[config.mk]
export PLATFORM = sky130hd
export DESIGN_NAME = mem_stage_flat
export DESIGN_NICKNAME = d
export VERILOG_FILES = /design/src/rtl/mem_stage_if.sv /design/src/rtl/mem_stage.sv /design/src/flat_wrapper.sv
export SDC_FILE = /design/constraint.sdc
export NUM_CORES = 1
export LEC_CHECK = 0
export ABC_AREA = 1
export CORE_AREA = 2 2 110 112
export CTS_BUF_LIST = sky130_fd_sc_hd__clkbuf_4
export DETAILED_ROUTE_END_ITERATION = 8
export DIE_AREA = 0 0 112 114
export MAX_ROUTING_LAYER = met4
export PLACE_DENSITY = 0.79
export SLEW_MARGIN = 0
export SYNTH_ARGS = -nofsm -noshare
export SYNTH_HDL_FRONTEND = slang
export SYNTH_SLANG_ARGS = --single-unit
export TNS_END_PERCENT = 30
[constraint.sdc]
create_clock -name clk -period 2.15 [get_ports clk]
set_clock_uncertainty 0.15 [all_clocks]
set_input_delay 0.43 -clock clk [delete_from_list [all_inputs] [get_ports clk]]
set_output_delay 0.43 -clock clk [all_outputs]
set_load 0.02 [all_outputs]
[src/rtl/mem_stage_if.sv]
// Byte-wide shared memory port: the MEM stage is the master, the memory arbiter the slave.
interface mem_stage_if #(
  parameter int ADDR_W = 32
);
  logic [ADDR_W-1:0] mem_a;
  logic              mem_wr;
  logic [7:0]        mem_dout;
  logic [7:0]        mem_din;
  logic              mem_gnt;

  modport master (
    output mem_a,
    output mem_wr,
    output mem_dout,
    input  mem_din,
    input  mem_gnt
  );

  modport slave (
    input  mem_a,
    input  mem_wr,
    input  mem_dout,
    output mem_din,
    output mem_gnt
  );
endinterface

[src/rtl/mem_stage.sv]
// MEM pipeline stage: RV32I loads/stores serialised one byte per cycle over the
// shared little-endian memory port; stalls the pipeline while an access is in flight.
module mem_stage #(
  parameter int ADDR_W = 32
) (
  input  logic               clk,
  input  logic               rst,
  input  logic [4:0]         mem_wd_i,
  input  logic               mem_wreg_i,
  input  logic [31:0]        mem_wdata_i,
  input  logic [7:0]         mem_aluop_i,
  input  logic [31:0]        mem_addr_i,
  input  logic [31:0]        mem_reg2_i,
  output logic [4:0]         wb_wd,
  output logic               wb_wreg,
  output logic [31:0]        wb_wdata,
  output logic               stallreq_mem,
  mem_stage_if.master        mem_bus
);

  localparam logic [7:0] EXE_LB_OP  = 8'b1110_0000;
  localparam logic [7:0] EXE_LH_OP  = 8'b1110_0001;
  localparam logic [7:0] EXE_LW_OP  = 8'b1110_0011;
  localparam logic [7:0] EXE_LBU_OP = 8'b1110_0100;
  localparam logic [7:0] EXE_LHU_OP = 8'b1110_0101;
  localparam logic [7:0] EXE_SB_OP  = 8'b1110_1000;
  localparam logic [7:0] EXE_SH_OP  = 8'b1110_1001;
  localparam logic [7:0] EXE_SW_OP  = 8'b1110_1011;

  typedef enum logic [1:0] {
    S_IDLE   = 2'd0,
    S_ACCESS = 2'd1,
    S_WAIT   = 2'd2,
    S_DONE   = 2'd3
  } state_e;

  state_e      state_q, state_d;
  logic [2:0]  issue_cnt_q, issue_cnt_d;
  logic        pend_q, pend_d;
  logic [1:0]  cap_idx_q, cap_idx_d;
  logic [31:0] byte_buf_q, byte_buf_d;
  logic [31:0] addr_sum_s;
  logic [2:0]  n_bytes_s;
  logic        store_s;

  // Byte count of a memory op; zero marks a non-memory op.
  function automatic logic [2:0] op_bytes(input logic [7:0] op);
    case (op)
      EXE_LB_OP, EXE_LBU_OP, EXE_SB_OP: op_bytes = 3'd1;
      EXE_LH_OP, EXE_LHU_OP, EXE_SH_OP: op_bytes = 3'd2;
      EXE_LW_OP, EXE_SW_OP:             op_bytes = 3'd4;
      default:                          op_bytes = 3'd0;
    endcase
  endfunction

  function automatic logic op_is_store(input logic [7:0] op);
    case (op)
      EXE_SB_OP, EXE_SH_OP, EXE_SW_OP: op_is_store = 1'b1;
      default:                         op_is_store = 1'b0;
    endcase
  endfunction

  function automatic logic [31:0] load_result(input logic [7:0] op, input logic [31:0] b);
    case (op)
      EXE_LB_OP:  load_result = {{24{b[7]}}, b[7:0]};
      EXE_LBU_OP: load_result = {24'd0, b[7:0]};
      EXE_LH_OP:  load_result = {{16{b[15]}}, b[15:0]};
      EXE_LHU_OP: load_result = {16'd0, b[15:0]};
      default:    load_result = b;
    endcase
  endfunction

  // State, counters and load byte buffer.
  always_ff @(posedge clk) begin
    if (rst) begin
      state_q     <= S_IDLE;
      issue_cnt_q <= 3'd0;
      pend_q      <= 1'b0;
      cap_idx_q   <= 2'd0;
      byte_buf_q  <= 32'd0;
    end else begin
      state_q     <= state_d;
      issue_cnt_q <= issue_cnt_d;
      pend_q      <= pend_d;
      cap_idx_q   <= cap_idx_d;
      byte_buf_q  <= byte_buf_d;
    end
  end

  // Next-state, byte sequencing and output decode; everything reads 0 during reset.
  always_comb begin
    state_d          = state_q;
    issue_cnt_d      = issue_cnt_q;
    pend_d           = 1'b0;
    cap_idx_d        = cap_idx_q;
    byte_buf_d       = byte_buf_q;
    wb_wd            = 5'd0;
    wb_wreg          = 1'b0;
    wb_wdata         = 32'd0;
    stallreq_mem     = 1'b0;
    mem_bus.mem_a    = '0;
    mem_bus.mem_wr   = 1'b0;
    mem_bus.mem_dout = 8'd0;
    addr_sum_s       = mem_addr_i + {29'd0, issue_cnt_q};
    n_bytes_s        = op_bytes(mem_aluop_i);
    store_s          = op_is_store(mem_aluop_i);

    if (rst) begin
      state_d = S_IDLE;
    end else begin
      // A read issued last cycle returns its byte now, whatever the grant does.
      if (pend_q) begin
        byte_buf_d[{cap_idx_q, 3'b000} +: 8] = mem_bus.mem_din;
      end else begin
        byte_buf_d = byte_buf_q;
      end

      case (state_q)
        S_IDLE: begin
          if (n_bytes_s != 3'd0) begin
            stallreq_mem = 1'b1;
            issue_cnt_d  = 3'd0;
            state_d      = S_ACCESS;
          end else begin
            wb_wd    = mem_wd_i;
            wb_wreg  = mem_wreg_i;
            wb_wdata = mem_wdata_i;
          end
        end
        S_ACCESS: begin
          stallreq_mem     = 1'b1;
          mem_bus.mem_a    = addr_sum_s[ADDR_W-1:0];
          mem_bus.mem_dout = store_s ? mem_reg2_i[{issue_cnt_q[1:0], 3'b000} +: 8] : 8'd0;
          if (mem_bus.mem_gnt) begin
            mem_bus.mem_wr = store_s;
            issue_cnt_d    = issue_cnt_q + 3'd1;
            pend_d         = ~store_s;
            cap_idx_d      = issue_cnt_q[1:0];
            if (issue_cnt_q + 3'd1 >= n_bytes_s) begin
              state_d = store_s ? S_DONE : S_WAIT;
            end else begin
              state_d = S_ACCESS;
            end
          end else begin
            mem_bus.mem_wr = 1'b0;
          end
        end
        S_WAIT: begin
          stallreq_mem = 1'b1;
          state_d      = S_DONE;
        end
        S_DONE: begin
          wb_wd       = mem_wd_i;
          wb_wreg     = mem_wreg_i;
          wb_wdata    = store_s ? mem_wdata_i : load_result(mem_aluop_i, byte_buf_q);
          issue_cnt_d = 3'd0;
          state_d     = S_IDLE;
        end
        default: begin
          state_d = S_IDLE;
        end
      endcase
    end
  end

endmodule
[src/flat_wrapper.sv]
// flat-port wrapper written by rule: the top's interface ports become plain ports
module mem_stage_flat 
#(
  parameter int ADDR_W = 32
)
  (clk, rst, mem_wd_i, mem_wreg_i, mem_wdata_i, mem_aluop_i, mem_addr_i, mem_reg2_i, wb_wd, wb_wreg, wb_wdata, stallreq_mem, mem_bus_mem_a, mem_bus_mem_wr, mem_bus_mem_dout, mem_bus_mem_din, mem_bus_mem_gnt);
  mem_stage_if #(.ADDR_W(ADDR_W)) mem_bus_i ();
  input  logic clk;
  input  logic rst;
  input  logic [4:0] mem_wd_i;
  input  logic mem_wreg_i;
  input  logic [31:0] mem_wdata_i;
  input  logic [7:0] mem_aluop_i;
  input  logic [31:0] mem_addr_i;
  input  logic [31:0] mem_reg2_i;
  output logic [4:0] wb_wd;
  output logic wb_wreg;
  output logic [31:0] wb_wdata;
  output logic stallreq_mem;
  output wire logic [$bits(mem_bus_i.mem_a)-1:0] mem_bus_mem_a;
  output wire logic [$bits(mem_bus_i.mem_wr)-1:0] mem_bus_mem_wr;
  output wire logic [$bits(mem_bus_i.mem_dout)-1:0] mem_bus_mem_dout;
  input wire logic [$bits(mem_bus_i.mem_din)-1:0] mem_bus_mem_din;
  input wire logic [$bits(mem_bus_i.mem_gnt)-1:0] mem_bus_mem_gnt;
  assign mem_bus_mem_a = mem_bus_i.mem_a;
  assign mem_bus_mem_wr = mem_bus_i.mem_wr;
  assign mem_bus_mem_dout = mem_bus_i.mem_dout;
  assign mem_bus_i.mem_din = mem_bus_mem_din;
  assign mem_bus_i.mem_gnt = mem_bus_mem_gnt;
  mem_stage #(.ADDR_W(ADDR_W)) u_core (.clk(clk), .rst(rst), .mem_wd_i(mem_wd_i), .mem_wreg_i(mem_wreg_i), .mem_wdata_i(mem_wdata_i), .mem_aluop_i(mem_aluop_i), .mem_addr_i(mem_addr_i), .mem_reg2_i(mem_reg2_i), .wb_wd(wb_wd), .wb_wreg(wb_wreg), .wb_wdata(wb_wdata), .stallreq_mem(stallreq_mem), .mem_bus(mem_bus_i));
endmodule
======== Word-level counts from Yosys, hierarchy flattened ========
Cells that the tools add are included.
operators by class
  add/subtract/negate cells ............... 3
  $lt $le $gt $ge ......................... 1
  equality and inequality tests ........... 13
  shift-type cells ........................ 3
  mux-type cells .......................... 33
  bitwise logic cells ..................... 3
  reductions and logical operators ........ 12
operators with widths
  kind                                                                    count
  32-bit 2-to-1 mux                                                       5
  32-bit case mux with 4 select lines                                     1
  8-bit equality test, second input constant                              8
  32-bit case mux with 2 select lines                                     1
  32-bit by 3-bit adder with 32-bit output                                1
  32-bit bitwise mux                                                      1
  8-bit by 7-bit variable shift with 32-bit output, first input constant  1
  32-bit by 6-bit indexed part select with 8-bit output                   1
  8-bit by 7-bit indexed part select with 32-bit output                   1
  8-bit 2-to-1 mux                                                        3
  3-bit case mux with 3 select lines                                      2
  3-bit OR reduction                                                      4
  5-bit 2-to-1 mux                                                        2
  5-bit case mux with 2 select lines                                      1
  1-bit 2-to-1 mux                                                        9
  2-bit case mux with 4 select lines                                      1
  5-bit negation with 7-bit output                                        1
  2-bit 2-to-1 mux                                                        3
  3-bit 2-to-1 mux                                                        2
  3-bit nonzero test                                                      2
  2-bit equality test, second input constant                              2
  1-bit case mux with 2 select lines                                      2
  2-bit AND reduction                                                     2
  2-bit OR reduction                                                      2
  8 further kinds                                                         10
storage, ports and cells
  register bits after elaboration ......... 40
  input port bits ......................... 121
  output and inout port bits .............. 80
  logic and storage cells ................. 73

======== Logic depth before layout (Yosys ltp) ========
Gate-level depths: netlist of the first run.
  depth in word-level cells ............... 7
  depth in mapped cells ................... 13
  depth with buffers taken out ............ 13

======== Worst setup path after synthesis of the first run ========
OpenSTA, ideal clock, no wires.
  path kind ............................... input to output
  from .................................... in mem_addr_i[0]
  to ...................................... out mem_bus_mem_a[26]
  arrival ................................. 2.019 ns
  data required time ...................... 1.570 ns
  setup slack ............................. -0.449 ns
  stages .................................. 11
  path buffers ............................ 0
  cells stage by stage .................... ha_1 -> fa_1 -> nand2_1 -> nand2_1 -> nand2_1 -> nor2_2 -> nand2_1 -> inv_2 -> nand3_1 -> nor3_1 -> nor3_1
on the way
  cells in the longest elaborated chain, start to end .. 3
ends and longest elaborated chain
  element                                   line                text
  start: declaration                        flat_wrapper.sv:14  input logic [31:0] mem_addr_i;
  32-bit by 3-bit adder with 32-bit output  mem_stage.sv:104    addr_sum_s = mem_addr_i + {29'd0, issue_cnt_q};
  32-bit 2-to-1 mux                         mem_stage.sv:118    case (state_q)
  32-bit 2-to-1 mux                         mem_stage.sv:108    if (rst) begin
  end: declaration                          flat_wrapper.sv:20  output wire logic [$bits(mem_bus_i.mem_a)-1:0] mem_bus_mem_a;
Every way passes these cells.

======== Worst setup path after layout of the first run ========
  from .................................... reg u_core.issue_cnt_q[0]
  to ...................................... out mem_bus_mem_a[12]
on the way
  cells in the longest elaborated chain, start to end .. 3
ends and longest elaborated chain
  element                                   line              text
  start: declaration                        mem_stage.sv:38   logic [2:0] issue_cnt_q, issue_cnt_d;
  start signal: assignment                  mem_stage.sv:83   issue_cnt_q <= issue_cnt_d;
  32-bit by 3-bit adder with 32-bit output  mem_stage.sv:104
  32-bit 2-to-1 mux                         mem_stage.sv:118
  32-bit 2-to-1 mux                         mem_stage.sv:108
Every way passes these cells.

==> impl_metrics.yaml, run 1 <==
worst_setup_path:
  cp_max_fo: 3
  cp_common_cell: "buf_6"
  critPathTopFamily: "adder cells"
  crit_slowest_cell: "fa_2"
  crit_buf_inv: 4
  worstSetupPathType: "reg2out"
  crit_path_end_kind: "primary output"
  crit_chain: "ha_4 -> fa_2 -> nand2_2 -> nand2_4 -> nand2_4 -> buf_6 -> nor2_4 -> buf_6 -> inv_4 -> nor2_1 -> a21oi_1 -> o21a_1 -> buf_6"
  rrSetupSlack_ns: -0.04
  cp-start-kind: "flop"
  crit_required_ns: 1.57
  crit_path_max_incr_delay_ns: 0.41
  critical_path_arrival_ns: 2.31
timing:
  relSlewSlack: 0.742
  timing_hold_violations_final: 0
  worstMarginPinSlew_ns: 0.386
  fin_ws_ns: -0.738
  fmax_ghz: 0.346
  period_share: 1.34
  report.final.setup_viol: 81
  rsz0062_at_grt: "true"
  slew_viol_final: 0
  period_needed_ns: 2.89
clock_network:
  clockBufferDepth: 2
  h-tree-depth: 2
  cts_buffers: 5
  root_buffer: "clkbuf_4"
  cts_tree: "built"
  holdBufCountCts: 0
  cts_num_sinks: 40
  clkLatencyLatePin_ns: 0.36
  clk_pin_slew_ns: 0.13
synth:
  yosysMostFrequentCell: "nand2_1"
  yosys.area_share.xor_xnor: 0.00383
  ys_ff_latch: 40
  synth.distinct_cells: 42
  yosysTopAreaCell: "nand2_1"
  synthAdderAreaFrac: 0.0509
  synthTopCellsByArea: "nand2_1, dfxtp_1, nor2_1"
  synth-compound-area-share: 0.207
  syn_avg_cell_area_um2: 5.67
  synth_top_area_share: 0.193
  netlist_area_mm2: 0.00457
  yosys-mux-area-fraction: 0
  synth_ff_type: "dfxtp_1"
  ys_warn_count: 0
  syn_nets: 946
  synth_common_cells: "nand2_1, nor2_1, inv_1, a21oi_1, o21ai_0"
  async_flop_share: 0
  synth_cells: 807
  synth-edff-count: 0
  ys_seq_area_frac: 0.175
  synthSimpleGateAreaFrac: 0.457
  synth_top_family_by_area: "simple AND/OR/NAND/NOR gates"
global_route:
  grtUsageTotal: 0.303
  grt-ovfl-total: 0
  grt_max_degree: 41
  grt_pass1_vias: 6529
  grt_first_pass_wirelength_um: 31100
  antenna_found_initial: 0
placed_design:
  dp.cells: 1246
  dp.final_hpwl_um: 14300
  place.gp.congestion: 0.994
  io_buffers: 200
floorplan:
  dieArea_mm2: 0.0128
  std_cell_rows: 40
  num_io_pins: 201
  start_util: 0.390
  core_area_mm2: 0.0117
  die_h_um: 114
  die-width_um: 112
final_layout:
  final_cells: 1292
  diodes: 0
  nets: 1283
  num-fill-cells: 791
  utilization: 0.756
  drive_above_1_share: 0.398
  syn2layout_area_growth_pct: 93.7
job:
  drv_cap: 0
detailed_routing:
  routed_wl_um: 23400
  drc: 0
  drt_iter0_markers: 665
  wire_per_inst_um: 18.1
  first_pass_iters: 8
  drtAntennaViolNets: 0
  vias: 7282
  viasPerCell: 5.64
status:
  violations: "negative setup slack"
  status: "finished, violations left"
power:
  p_leak_nw: 4.13
  powerDensity_mw_per_mm2: 627
  peakVddDrop_mv: 0.545
worst_hold_path:
  min_path_type: "reg2reg"
==> cells in the final DEF (no fill, tap or decap), types with 9 or more instances in the layout <==
cell	n
o21ai_0	36
o21ai_1	10
nand3_1	28
nand2_2	24
dfxtp_1	34
nor2_2	14
o211ai_1	9
a21oi_1	57
buf_6	50
buf_12	9
a21oi_4	10
or2_2	14
nor2_4	24
nand2_4	9
nand3_2	11
ha_1	10
dlygate4sd2_1	15
nand4_1	16
nor2_1	80
clkdlybuf4s50_1	90
inv_2	9
buf_2	9
nor3_1	9
nand2_1	205
inv_1	62
nand3_4	9
a21oi_2	18
buf_4	173
==> path summary, 6_finish.rpt <==
kind / start / endpoint / depth (start not counted)
max: u_core.issue_cnt_q[0] / mem_bus_mem_a[12] / 13
max reg2reg: u_core.issue_cnt_q[0] / u_core.state_q[0] / 13
min reg2reg: u_core.byte_buf_q[30] / u_core.byte_buf_q[30] / 2
min: u_core.byte_buf_q[30] / u_core.byte_buf_q[30] / 2
==> timing repair <==
item | 4_1_cts | 5_1_grt
gates resized for setup | 523 | 187
setup buffers | 19 | 16
cloned | 2 | 2
setup endpoints to repair | 82 | 82
pin swaps | 33 | 54
==> metrics by stage <==
stage	instance area (um^2)	worst slack [ns]	setup TNS, ns	hold WS, ns	power [W]
after global routing	8860	-0.986	-31.16	0.334	0.00585
after floorplan	4780	-0.226	-4.48	0.291	0.00280
after global placement	7750	-1.36	-84.47	0.298	0.00434
after detailed placement	7750	-1.42	-86.89	0.301	0.00438
final	8860	-0.738	-25.39	0.320	0.00556
after CTS	8260	-0.608	-23.43	0.319	0.00488
==> routing by layer <==
metal | global-route usage | share of wire | vias up
li1 | - | - | 3330
met1 | 0.362 | 0.37 | 3328
met2 | 0.519 | 0.48 | 492
met3 | 0.0595 | 0.099 | 132
met4 | 0.0911 | 0.050 | 0
met5 | - | 0 | -
==> registers in the layout, indices dropped and copies added, names as in the netlist, named ones only <==
signal	count
u_core.byte_buf_q	32
u_core.cap_idx_q	2
u_core.issue_cnt_q	3
u_core.pend_q	1
u_core.state_q	1
==> tightest hold or removal path: cells and delay by family (launching register included) <==
kind               cells  cell delay [ns]
and+or+nand+nor        1             0.06
AOI/OAI and AO/OA      1             0.05
DFF                    1             0.33
==> kinds of logic (layout without fill, tap and decap cells) <==
family          Yosys count  in the layout
compound gates          168            168
fa+ha+maj                18             18
xor+xnor                  2              2
flops                    40             40
buf+inv                 114            450
simple gates            465            467
==> layout make-up <==
class	count	area [um^2]	area share
Multi-Input combinational cell	655	4160	0.470
Timing Repair Buffer	359	3270	0.369
Sequential cell	40	813	0.0918
Inverter	83	355	0.0401
Tap cell	147	184	0.0208
Clock buffer	5	37.5	0.00424
Clock inverter	3	37.5	0.00424
==> power by group <==
group	internal [W]	switching [W]
clock network	0.000238	0.000260
logic	0.00181	0.00238
registers	0.000807	0.0000646
(Power assumes the default switching activity.)
==> run 2, diff against run 1 <==
Settings changed: CORE_AREA 2 2 110 112 to 2 2 121 123, DIE_AREA 0 0 112 114 to 0 0 123 125, PLACE_DENSITY 0.79 to 0.67, SLEW_MARGIN 0 to 20.
==> impl_metrics.yaml, run 2 (synthesis results as in run 1) <==
worst_setup_path:
  worstSetupPathType: "reg2out"
  reg2reg_depth: 13
  cp-startpoint: "u_core.issue_cnt_q[0]"
  crit_required_ns: 1.57
  cp_max_fo: 5
  cp-start-kind: "flop"
  critical_path_arrival_ns: 2.12
  crit_path_end_kind: "primary output"
  r2r-start: "u_core.issue_cnt_q[1]"
power:
  swShare: 0.480
  power_switching_w: 0.00245
  p_leak_nw: 3.99
  p_comb_frac: 0.754
  peakVddDrop_mv: 0.405
  pwr-share-seq: 0.168
  powerDensity_mw_per_mm2: 598
  p_clk_frac: 0.078
  power.total_w: 0.00510
  p_int_w: 0.00265
worst_hold_path:
  worstHoldPathCells: 2
  hold_start: "u_core.byte_buf_q[25]"
  min_path_type: "reg2reg"
timing:
  report.final.setup_viol: 79
  rsz0062_at_grt: "true"
  period_needed_ns: 2.70
  fin_ws_ns: -0.550
  worstMarginPinSlew_ns: 0.438
  fmax_ghz: 0.370
  timing_hold_violations_final: 0
  slew_viol_final: 0
  period_share: 1.26
  relSlewSlack: 0.708
  holdWs_ns: 0.318
final_layout:
  drive_above_1_share: 0.374
  final_cells: 1316
  regMostFlops: "u_core.byte_buf_q"
  syn2layout_area_growth_pct: 86.6
  top_regs: "u_core.byte_buf_q (32), u_core.issue_cnt_q (3), u_core.cap_idx_q (2)"
  largest_reg_flops: 32
  final_common_cell: "nand2_1"
  num-fill-cells: 1358
  layout_common_cells: "nand2_1, buf_4, clkdlybuf4s50_1"
  nets: 1268
  fin_area_mm2: 0.00853
placed_design:
  dp.cells: 1290
  io_buffers: 200
  dp.final_hpwl_um: 14500
  place.gp.congestion: 0.921
  dpl_cell_area_mm2: 0.00790
detailed_routing:
  drc: 0
  viasPerCell: 4.91
  drt_iter0_markers: 303
  vias: 6463
  wire_per_inst_um: 14.1
  first_pass_iters: 7
  drtAntennaViolNets: 0
  routed_wl_um: 18600
status:
  status: "finished, violations left"
  violations: "negative setup slack"
floorplan:
  num_io_pins: 201
  std_cell_rows: 44
  die-width_um: 123
  dieArea_mm2: 0.0154
  die_h_um: 125
  core_area_mm2: 0.0142
  start_util: 0.322
global_route:
  grtUsageTotal: 0.238
  grt_max_degree: 44
  grt_pass1_vias: 6088
  antenna_found_initial: 2
  grt-ovfl-total: 0
  grt_first_pass_wirelength_um: 29000
clock_network:
  h-tree-depth: 2
  holdBufCountCts: 0
  cts_num_sinks: 40
  cts_tree: "built"
  cts_buffers: 5
  clk_pin_slew_ns: 0.13
  clockBufferDepth: 2
  clkLatencyLatePin_ns: 0.34
  root_buffer: "clkbuf_4"
job:
  drv_cap: 0
## run 2: per-stage QoR
step           TNS, ns   util  worst slack (ns)
2_1_floorplan    -4.48      -            -0.226
3_3_place_gp    -86.47  0.556             -1.40
3_5_place_dp    -86.69  0.556             -1.49
4_1_cts         -24.36  0.572            -0.545
5_1_grt         -31.12  0.601            -0.665
6_report        -22.33  0.601            -0.550
## run 2: area by class of cell
class | instances | area [um^2] | area share
Antenna cell | 2 | 5.00 | 0.000587
Clock buffer | 5 | 37.5 | 0.00440
Clock inverter | 3 | 18.8 | 0.00220
Inverter | 83 | 332 | 0.0389
Multi-Input combinational cell | 654 | 4030 | 0.472
Sequential cell | 40 | 812 | 0.0952
Tap cell | 184 | 230 | 0.0270
Timing Repair Buffer | 345 | 3070 | 0.360
## run 2: path summary, 6_finish.rpt
check / slack [ns] / end
setup / recovery: -0.55 / mem_bus_mem_a[22]
hold / removal: 0.32 / u_core.byte_buf_q[25]
setup reg to reg: 0.02 / u_core.state_q[0]
hold reg to reg: 0.32 / u_core.byte_buf_q[25]
## run 2: power groups by stage
stage	clock network, W	logic, W	registers, W
2_1_floorplan	0	0.00194	0.000860
3_3_place_gp	0	0.00361	0.000853
3_5_place_dp	0	0.00363	0.000855
4_1_cts	0.000398	0.00362	0.000852
5_1_grt	0.000443	0.00417	0.000863
6_report	0.000396	0.00385	0.000856
## run 2: timing repair
| action | in CTS | in global routing |
|---|---|---|
| gates resized for setup | 510 | 118 |
| cloned | 1 | 0 |
| pin swaps | 49 | 38 |
| endpoints found under the setup margin | 82 | 82 |
| setup buffers | 5 | 10 |
## run 2: per-layer routing
layer / share of wire / GRT usage / routed length (um)
met5: 0 / - / 0
met4: 0.018 / 0.0468 / 329
met3: 0.065 / 0.0301 / 1200
met2: 0.47 / 0.387 / 8720
met1: 0.45 / 0.318 / 8300
## run 2: critical path, stage by stage, from the launching register on
cell and delay [ns]:
dfxtp_2 0.36, ha_4 0.16, fa_2 0.37, nand2_2 0.09, nand2_4 0.06, nand2_4 0.08
nor2_4 0.05, nand2_4 0.09, inv_6 0.06, nand3_4 0.08, nor2_4 0.05, nand2_1 0.06
nand2_2 0.06, nor2_4 0.09, buf_6 0.12
